--- src/rtl/ext_rom_pkg.sv ---
// Shared widths and port-A owner encoding for the extension ROM arbiter.
package ext_rom_pkg;
  localparam int ADDR_W = 11;
  localparam int DATA_W = 8;

  typedef enum logic [1:0] {
    OWN_NONE  = 2'd0,
    OWN_CPU   = 2'd1,
    OWN_LD_RD = 2'd2,
    OWN_LD_WR = 2'd3
  } own_t;
endpackage

--- src/rtl/ext_rom_starve_ctr.sv ---
// Saturating count of CPU wins while the loader waits; o_force grants the loader the next slot.
module ext_rom_starve_ctr
  import ext_rom_pkg::*;
#(
  parameter int LIMIT = 8
) (
  input  logic clk,
  input  logic rst_n,
  input  logic i_ld_req,
  input  logic i_ld_waiting,
  input  logic i_cpu_issue,
  input  logic i_ld_issue,
  output logic o_force
);
  localparam int CNT_W = $clog2(LIMIT + 1);
  localparam logic [CNT_W-1:0] C_LIMIT = CNT_W'(LIMIT);

  logic [CNT_W-1:0] r_cnt;

  always_ff @(posedge clk or negedge rst_n) begin
    if (!rst_n) begin
      r_cnt <= '0;
    end else if (i_ld_issue || !i_ld_req) begin
      r_cnt <= '0;
    end else if (i_cpu_issue && i_ld_waiting && (r_cnt != C_LIMIT)) begin
      r_cnt <= r_cnt + CNT_W'(1);
    end
  end

  assign o_force = (r_cnt == C_LIMIT);
endmodule

--- src/rtl/ext_rom_arbiter.sv ---
// Port-A arbiter for the extension ROM RAM: CPU reads first, loader via req/ack with starvation relief.
// Optional write protection of loader writes is built when EXT_ROM_WP_EN is defined.
module ext_rom_arbiter
  import ext_rom_pkg::*;
#(
  parameter int ADDR_W       = ext_rom_pkg::ADDR_W,
  parameter int DATA_W       = ext_rom_pkg::DATA_W,
  parameter int STARVE_LIMIT = 8
) (
  input  logic              clk,
  input  logic              rst_n,
  input  logic              i_cpu_req,
  input  logic [ADDR_W-1:0] i_cpu_addr,
  output logic              o_cpu_wait,
  output logic              o_cpu_valid,
  output logic [DATA_W-1:0] o_cpu_data,
  input  logic              i_ld_req,
  input  logic              i_ld_we,
  input  logic [ADDR_W-1:0] i_ld_addr,
  input  logic [DATA_W-1:0] i_ld_wdata,
  output logic              o_ld_ack,
  output logic [DATA_W-1:0] o_ld_rdata,
  input  logic              i_wp,
  output logic              o_ld_err,
  output logic              o_mem_cea,
  output logic              o_mem_ocea,
  output logic              o_mem_reseta,
  output logic              o_mem_wrea,
  output logic [ADDR_W-1:0] o_mem_ada,
  output logic [DATA_W-1:0] o_mem_dina,
  input  logic [DATA_W-1:0] i_mem_douta
);
  own_t              r_own;
  logic              r_cpu_pend;
  logic [ADDR_W-1:0] r_pend_addr;
  logic [DATA_W-1:0] r_cpu_data;
  logic [DATA_W-1:0] r_ld_rdata;
  logic              r_ld_err;

  logic w_ld_inflight, w_ld_elig, w_force;
  logic w_iss_pend, w_iss_force, w_iss_cpu, w_iss_ld, w_cpu_issue;
  logic w_wp_block, w_wr_ok;

`ifdef EXT_ROM_WP_EN
  assign w_wp_block = i_ld_we && i_wp;
`else
  logic w_unused_wp;
  assign w_unused_wp = i_wp;
  assign w_wp_block  = 1'b0;
`endif
  assign w_wr_ok = i_ld_we && !w_wp_block;

  // Gating with rst_n keeps the RAM port quiet while reset is asserted.
  assign w_ld_inflight = (r_own == OWN_LD_RD) || (r_own == OWN_LD_WR);
  assign w_ld_elig     = rst_n && i_ld_req && !w_ld_inflight;
  assign w_iss_pend    = rst_n && r_cpu_pend;
  assign w_iss_force   = !r_cpu_pend && w_force && w_ld_elig;
  assign w_iss_cpu     = rst_n && !r_cpu_pend && !w_iss_force && i_cpu_req;
  assign w_iss_ld      = !r_cpu_pend && !w_iss_cpu && w_ld_elig;
  assign w_cpu_issue   = w_iss_pend || w_iss_cpu;

  ext_rom_starve_ctr #(.LIMIT(STARVE_LIMIT)) u_starve (
    .clk          (clk),
    .rst_n        (rst_n),
    .i_ld_req     (i_ld_req),
    .i_ld_waiting (w_ld_elig),
    .i_cpu_issue  (w_cpu_issue),
    .i_ld_issue   (w_iss_ld),
    .o_force      (w_force)
  );

  always_ff @(posedge clk or negedge rst_n) begin
    if (!rst_n) begin
      r_own       <= OWN_NONE;
      r_cpu_pend  <= 1'b0;
      r_pend_addr <= '0;
      r_cpu_data  <= '0;
      r_ld_rdata  <= '0;
      r_ld_err    <= 1'b0;
    end else begin
      if (w_cpu_issue) begin
        r_own <= OWN_CPU;
      end else if (w_iss_ld) begin
        r_own <= i_ld_we ? OWN_LD_WR : OWN_LD_RD;
      end else begin
        r_own <= OWN_NONE;
      end
      // A strobe that loses to a forced loader slot is replayed next cycle.
      if (w_iss_force && i_cpu_req) begin
        r_cpu_pend  <= 1'b1;
        r_pend_addr <= i_cpu_addr;
      end else if (w_iss_pend) begin
        r_cpu_pend <= 1'b0;
      end
      if (r_own == OWN_CPU)   r_cpu_data <= i_mem_douta;
      if (r_own == OWN_LD_RD) r_ld_rdata <= i_mem_douta;
      if (w_iss_ld && w_wp_block) r_ld_err <= 1'b1;
    end
  end

  assign o_mem_cea    = w_cpu_issue || w_iss_ld;
  assign o_mem_wrea   = w_iss_ld && w_wr_ok;
  assign o_mem_ada    = w_iss_pend ? r_pend_addr :
                        w_iss_cpu  ? i_cpu_addr  :
                        w_iss_ld   ? i_ld_addr   : '0;
  assign o_mem_dina   = w_iss_ld ? i_ld_wdata : '0;
  assign o_mem_ocea   = 1'b1;
  assign o_mem_reseta = 1'b0;

  assign o_cpu_wait  = r_cpu_pend;
  assign o_cpu_valid = (r_own == OWN_CPU);
  assign o_cpu_data  = o_cpu_valid ? i_mem_douta : r_cpu_data;
  assign o_ld_ack    = w_ld_inflight;
  assign o_ld_rdata  = (r_own == OWN_LD_RD) ? i_mem_douta : r_ld_rdata;
  assign o_ld_err    = r_ld_err;
endmodule

--- config.mk ---
export PLATFORM = sky130hd
export DESIGN_NAME = ext_rom_arbiter
export DESIGN_NICKNAME = d
export VERILOG_FILES = /design/src/rtl/ext_rom_pkg.sv /design/src/rtl/ext_rom_starve_ctr.sv /design/src/rtl/ext_rom_arbiter.sv
export SDC_FILE = /design/constraint.sdc
export NUM_CORES = 1
export LEC_CHECK = 0
export ABC_AREA = 1
export CAP_MARGIN = 20
export CORE_UTILIZATION = 44
export DETAILED_ROUTE_END_ITERATION = 10
export PLACE_DENSITY = 0.84
export RECOVER_POWER = 50
export SLEW_MARGIN = 20
export SYNTH_ARGS = -nofsm -noshare
export SYNTH_HDL_FRONTEND = slang
export SYNTH_SLANG_ARGS = --single-unit
--- constraint.sdc ---
create_clock -name clk -period 3.3 [get_ports clk]
set_input_delay 0.66 -clock clk [delete_from_list [all_inputs] [get_ports clk]]
set_output_delay 0.66 -clock clk [all_outputs]
set_load 0.02 [all_outputs]
==> flow_summary.yaml, run 1 <==
status:
  status: "complete, but fails checks"
  violations: "max-capacitance violations, max-slew violations"
sta:
  slew_headroom_pct: -7.26
  finalSetupViolations: 0
  finalCriticalPeriod_ps: 3120
  rsz0062_at_grt: "false"
  drv_slew: 31
  fin_skew_ps: 5.78
  holdWs_ps: 210
  period_share_pct: 94.6
  max_freq_mhz: 320
  hold_violations: 0
  worstMarginPinSlew_ps: 1610
  finalSetupTns_ps: 0
setup_path:
  cp_max_fo: 11
  crit_chain: "clkdlybuf4s50_1 -> nand2_1 -> nor2_2 -> nand2_2 -> a21oi_2 -> inv_2 -> nor2_2 -> clkdlybuf4s50_1"
  crit_buf_inv: 3
  required_ps: 2640
  setup.worst_path.start_class: "primary input"
  worstSetupPathType: "in -> out"
  critical_path.top_delay_family: "buffers and inverters"
  rrSetupSlack_ps: 1120
  end_kind: "output port"
  cpMaxStageDelayCell: "clkdlybuf4s50_1"
  r2r-start: "u_starve.r_cnt[0]"
  worstPathArrival_ps: 2460
  max_stage_delay_ps: 610
  r2r_end: "r_pend_addr[2]"
  rr_worst_depth: 9
final_layout:
  num_antenna_cells: 0
  drive_gt1_share_pct: 11.9
  final_area_um2: 2820
  final_nets: 363
  fin_cells: 368
  area_growth_syn_to_layout_pct: 54.1
pwr:
  clockPowerShare_pct: 35.4
  seqPwrFrac_pct: 36.9
  p_leak_nw: 1.57
  swShare_pct: 27.3
  powerDensity_nw_per_um2: 457
  p_sw_mw: 0.351
  combinationalPowerShare_pct: 27.7
  peakVddDrop_mv: 0.244
  internal_power_mw: 0.936
routing:
  drtIter0Drc: 64
  wirelength_um: 4290
  ant_nets: 0
  drt-pass1-iter-count: 4
  via_per_inst: 4.68
  num_vias: 1723
  drcViolationCount: 0
  wl_per_cell_um: 11.7
placed_design:
  place_area_um2: 2660
  detailed_place_hpwl_um: 3260
  dp.cells: 360
  numPortBuffers: 82
  gp_congestion: 0.789
clock_tree:
  clk_path_buf_depth: 2
  cts_tree: "built"
  worstSkewPairLatency_ps: 290
  clk_pin_slew_ps: 70
  cts_num_sinks: 34
  cts_setup_buffers: 0
  htree_levels: 2
  cts_root_buffer: "clkbuf_8"
  numCtsBuffers: 5
die:
  die_area_um2: 4410
  core_um2: 4000
  num_rows: 23
  ios: 87
  die_x_um: 66.4
  start_util_pct: 45.7
  die_h_um: 66.4
global_routing:
  grt_start_max_net_pins: 31
  grt-ovfl-total: 0
  use_met2_pct: 36.7
  grt.busiest_layer: "met2"
  grt_use_met3_pct: 6.38
  track_usage_pct: 20.6
  antenna_found_initial: 0
  grt_util_met1_pct: 23.1
  grt_first_pass_wirelength_um: 6780
  grt_pass1_vias: 1602
synth:
  ys_async_sr_fraction_pct: 100
  synth_area_leaders: "dfrtp_1 47%, nand2_1 19%, inv_1 6.0%"
  syn_area_um2: 1830
  syn_area_per_cell_um2: 7.81
  synth_warnings: 0
  synth_top_area_share_pct: 46.6
  ys_types: 22
  syn_inst: 234
  synth_seq_area_share_pct: 46.6
  synth-seq-cells: 34
  synth-edff-count: 0
  ys_top_cells_by_count: "93 x nand2_1, 34 x dfrtp_1, 29 x inv_1, 18 x o21ai_0"
  synth.most_common_cell: "nand2_1"
  synth.largest_area_cell: "dfrtp_1"
  synth_top_flop_cell: "dfrtp_1"
job:
  cap_violations: 1
hold_path:
  hold_path_class: "in -> async"
[registers in the layout, summed over array words and instances (netlist names)]
register and flops:
r_ld_rdata 8, r_cpu_data 8, o_cpu_wait 1, u_starve.r_cnt 4, r_pend_addr 11, r_own 2
[repair_timing]
action / CTS / global route
hold buffers: 0 / 0
endpoints found under the setup margin: 0 / 10
gates resized for setup: 0 / 10
[metal layers]
layer  share of wire (%)  up-vias
li1                    -      867
met1                  43      798
met2                  51       54
met3                 4.9        4
met4                0.98        0
met5                   0        -
[cell usage in the layout (no fill, tap or decap)]
cell type	n
nand2_1	93
clkdlybuf4s50_1	69
dfrtp_1	34
inv_1	29
o21ai_0	18
dlymetal6s2s_1	10
nand3_1	9
nor2_2	9
nand3_2	9
nor2_1	5
clkbuf_8	5
nand2_2	3
conb_1	3
buf_4	3
inv_2	2
xor2_1	2
ha_1	2
bufinv_16	2
dlygate4sd3_1	2
a21oi_2	1
clkinv_1	1
nor2_4	1
o2111ai_1	1
or2_1	1
clkinv_4	1
buf_2	1
buf_12	1
clkbuf_1	1
[final cells by class]
cell class              count  area, um2
fillers                   313       1180
flip-flops and latches     34        851
repair buffers             87        887
clock buffers               5       68.8
inverters                  32        120
clock inverters             3       68.8
well taps                  50       62.6
multi-input cells         157        757
[how the worst max path moves through the flow]
stage | cells past startpoint | endpoint | slack [ps] | from
after floorplan | 4 | o_cpu_data[0] | 990 | r_own[1]
after detailed placement | 9 | o_mem_ada[1] | 70 | i_ld_req
after global routing | 8 | o_mem_dina[2] | 30 | i_ld_req
after CTS | 9 | o_mem_ada[1] | 70 | i_ld_req
final | 8 | o_mem_dina[2] | 180 | i_ld_req
after global placement | 9 | o_mem_ada[5] | 100 | i_ld_req
[power groups by stage]
stage	sequential, mW	clock (mW)	combinational [mW]
final	0.474	0.456	0.357
after global routing	0.477	0.484	0.384
after CTS	0.474	0.467	0.364
after global placement	0.480	0	0.355
after floorplan	0.480	0	0.170
after detailed placement	0.483	0	0.363
[per-stage QoR]
| stage | utilization [%] | setup slack, ps | power [mW] |
|---|---|---|---|
| 6_report | 70.4 | 180 | 1.29 |
| 2_1_floorplan | - | 989 | 0.649 |
| 3_3_place_gp | 66.6 | 100 | 0.835 |
| 5_1_grt | 70.4 | 26.7 | 1.34 |
| 3_5_place_dp | 66.6 | 74.5 | 0.845 |
| 4_1_cts | 70.0 | 68.2 | 1.31 |
[cells by family after synthesis]
logic type,after synthesis,share of synthesized area [%]
buffers and inverters,44,11.8
flip-flops,34,46.6
XOR/XNOR,2,0.959
other,2,0.411
adder cells (fa/ha/maj),2,1.37
AND/OR/NAND/NOR,130,33.0
AO/OA/AOI/OAI,20,5.89
[worst register-to-register path: cells and delay by family (launching register included)]
family	cells	cell delay, ps
and+or+nand+nor	5	1060
buffers and inverters	3	450
DFF	1	410
adders and majority gates	1	150
Power figures use the tool's default switching activity.
==> run 2, diff against run 1 <==
- GPL_TIMING_DRIVEN: not set -> 1
==> results of run 2 <==
Same layout as run 1: the final DEF is identical, and so are final timing and power.
==> run 3, diff against run 2 <==
- SYNTH_HIERARCHICAL: not set -> 1
==> run 3 against run 2 <==
The run now ends clean. Sequential cell count is the same. Power shrank 9.9%. Critical path depth is the same. Synthesized area grew 1.2%. Fmax shrank 2.1%. Critical path type unchanged. Critical endpoint is now o_mem_dina[5].
==> flow_summary.yaml, run 3 <==
synth:
  ys_async_sr_fraction_pct: 100
  syn_area_per_cell_um2: 7.67
  synth_top_flop_cell: "dfrtp_1"
  syn_inst: 241
  synth-seq-cells: 34
  ys_top_cells_by_count: "77 x nand2_1, 38 x nand3_1, 34 x dfrtp_1, 27 x inv_1, 17 x o21ai_0"
  synth.most_common_cell: "nand2_1"
  syn_area_um2: 1850
  synth_warnings: 6
  synth.largest_area_cell: "dfrtp_1"
  synth_area_leaders: "dfrtp_1 46%, nand2_1 16%, nand3_1 10%"
  synth_top_area_share_pct: 46.0
  ys_types: 20
  synth_seq_area_share_pct: 46.0
  synth-edff-count: 0
clock_tree:
  cts_hold_buffers: 0
  htree_levels: 2
  cts_tree: "built"
  clk_path_buf_depth: 2
  cts_num_sinks: 34
  cts_root_buffer: "clkbuf_8"
  clk_pin_slew_ps: 70
  worstSkewPairLatency_ps: 280
  numCtsBuffers: 5
final_layout:
  largest_reg_flops: 11
  final_cell_mix: "77 x nand2_1, 60 x clkdlybuf4s50_1, 38 x nand3_1"
  fin_util_pct: 70.1
  reg_top3: "r_pend_addr: 11 flops, r_cpu_data: 8 flops, r_ld_rdata: 8 flops"
  layout_commonest_cell: "nand2_1"
  num_antenna_cells: 0
  area_growth_syn_to_layout_pct: 52.9
  final_nets: 373
  fillers: 335
  drive_gt1_share_pct: 11.6
  top_register: "r_pend_addr"
global_routing:
  grt.busiest_layer: "met2"
  grt_util_met1_pct: 29.6
  use_met2_pct: 38.0
  grt-ovfl-total: 0
  grt_pass1_vias: 1751
  grt_first_pass_wirelength_um: 7740
  grt_start_max_net_pins: 20
  grt_use_met3_pct: 5.99
  track_usage_pct: 23.2
  antenna_found_initial: 0
routing:
  ant_nets: 0
  num_vias: 1788
  wirelength_um: 4720
  drt-pass1-iter-count: 4
  wl_per_cell_um: 12.5
  drtIter0Drc: 118
  via_per_inst: 4.73
  drcViolationCount: 0
placed_design:
  gp_congestion: 0.854
  detailed_place_hpwl_um: 3640
  numPortBuffers: 82
die:
  die_area_um2: 4460
  start_util_pct: 45.9
  ios: 87
  num_rows: 23
  die_h_um: 66.8
  core_um2: 4030
  die_x_um: 66.8
sta:
  slew_headroom_pct: 34.3
  max_freq_mhz: 314
  finalCriticalPeriod_ps: 3190
  period_share_pct: 96.6
  finalSetupTns_ps: 0
  holdWs_ps: 475
  drv_slew: 0
  rsz0062_at_grt: "false"
  hold_violations: 0
  worstMarginPinSlew_ps: 986
  fin_skew_ps: 3.31
  finalSetupViolations: 0
pwr:
  p_sw_mw: 0.357
  swShare_pct: 30.8
  internal_power_mw: 0.803
  seqPwrFrac_pct: 41.1
  clockPowerShare_pct: 27.4
  combinationalPowerShare_pct: 31.5
  p_leak_nw: 1.63
  peakVddDrop_mv: 0.309
  powerDensity_nw_per_um2: 410
setup_path:
  setup.worst_path.start_class: "primary input"
  worstSetupPathType: "in -> out"
  cp_max_fo: 11
  required_ps: 2640
  worstPathArrival_ps: 2530
  end_kind: "output port"
hold_path:
  hold_path_class: "reg -> reg"
job:
  cap_violations: 0
status:
  status: "finished, final reports clean"
run 3: cell count changes in the layout (fill, tap and decap cells not counted), moves of 5 or more:
| cell | previous run | this run |
|---|---|---|
| dlygate4sd2_1 | 0 | 7 |
| nand3_1 | 9 | 38 |
| clkdlybuf4s50_1 | 69 | 60 |
| nand2_1 | 93 | 77 |
| buf_4 | 3 | 8 |
| nand3_2 | 9 | 0 |
run 3: cell type report:
type / count / area, um2 / share of cell area (%)
timing repair buffer: 92 / 912 / 32.3
multi-input combinational: 162 / 788 / 27.9
clock buffer: 7 / 86.3 / 3.06
tap: 50 / 62.6 / 2.21
sequential: 34 / 851 / 30.1
clock inverter: 1 / 5.00 / 0.177
inverter: 32 / 120 / 4.25
run 3: layer usage:
metal  wire [um]  vias up
met5           0        -
li1            -      909
met3         190        7
met2        2400       49
met4          57        0
met1        2070      823
run 3: power by group through the flow:
stage | logic [mW] | registers, mW | clock network [mW]
5_1_grt | 0.394 | 0.481 | 0.339
3_3_place_gp | 0.366 | 0.481 | 0
2_1_floorplan | 0.174 | 0.479 | 0
6_report | 0.365 | 0.476 | 0.318
4_1_cts | 0.372 | 0.476 | 0.322
3_5_place_dp | 0.372 | 0.483 | 0
run 3: worst max-delay path, stage by stage:
cell	delay (ps)
clkdlybuf4s50_1	550
nand2_1	120
nor2_4	150
nand2_1	100
inv_2	100
nand2_4	130
nor2_2	100
clkdlybuf4s50_1	600
run 3: final timing paths:
path | slack [ps] | cells after the start | to | from
min in group asynchronous | 1060 | 2 | u_starve/r_cnt[2] | rst_n
max | 110 | 8 | o_mem_dina[5] | rst_n
min | 480 | 2 | r_pend_addr[2] | r_pend_addr[2]
max in group asynchronous | 1590 | 2 | r_cpu_data[7] | rst_n
max reg2reg | 1240 | 12 | r_pend_addr[1] | u_starve/r_cnt[0]
min reg2reg | 480 | 2 | r_pend_addr[2] | r_pend_addr[2]
run 3: through the flow:
stage / power [mW] / setup WS, ps / area, um2 / std cells
after floorplan: 0.653 / 990 / 1850 / 242
after global placement: 0.846 / 21.7 / 2710 / 370
after detailed placement: 0.855 / -13.0 / 2710 / 370
after CTS: 1.17 / 36.1 / 2800 / 378
after global routing: 1.21 / 25.2 / 2830 / 378
final: 1.16 / 114 / 2830 / 378
run 3: repair_timing:
action                     4_1_cts  5_1_grt
pin swaps                        0        0
buffers inserted                 0        0
setup endpoints to repair        8       13
gates resized for setup          8       13
run 3: cells by family (layout without fill, tap and decap cells):
kind of cell	Yosys count	after routing	share of synthesized area [%]
AO/OA/AOI/OAI	18	18	5.01
flip-flops	34	34	46.0
other	2	3	0.406
XOR/XNOR	1	1	0.474
buffers and inverters	46	132	11.8
adder cells (fa/ha/maj)	2	2	1.35
AND/OR/NAND/NOR	138	138	34.9
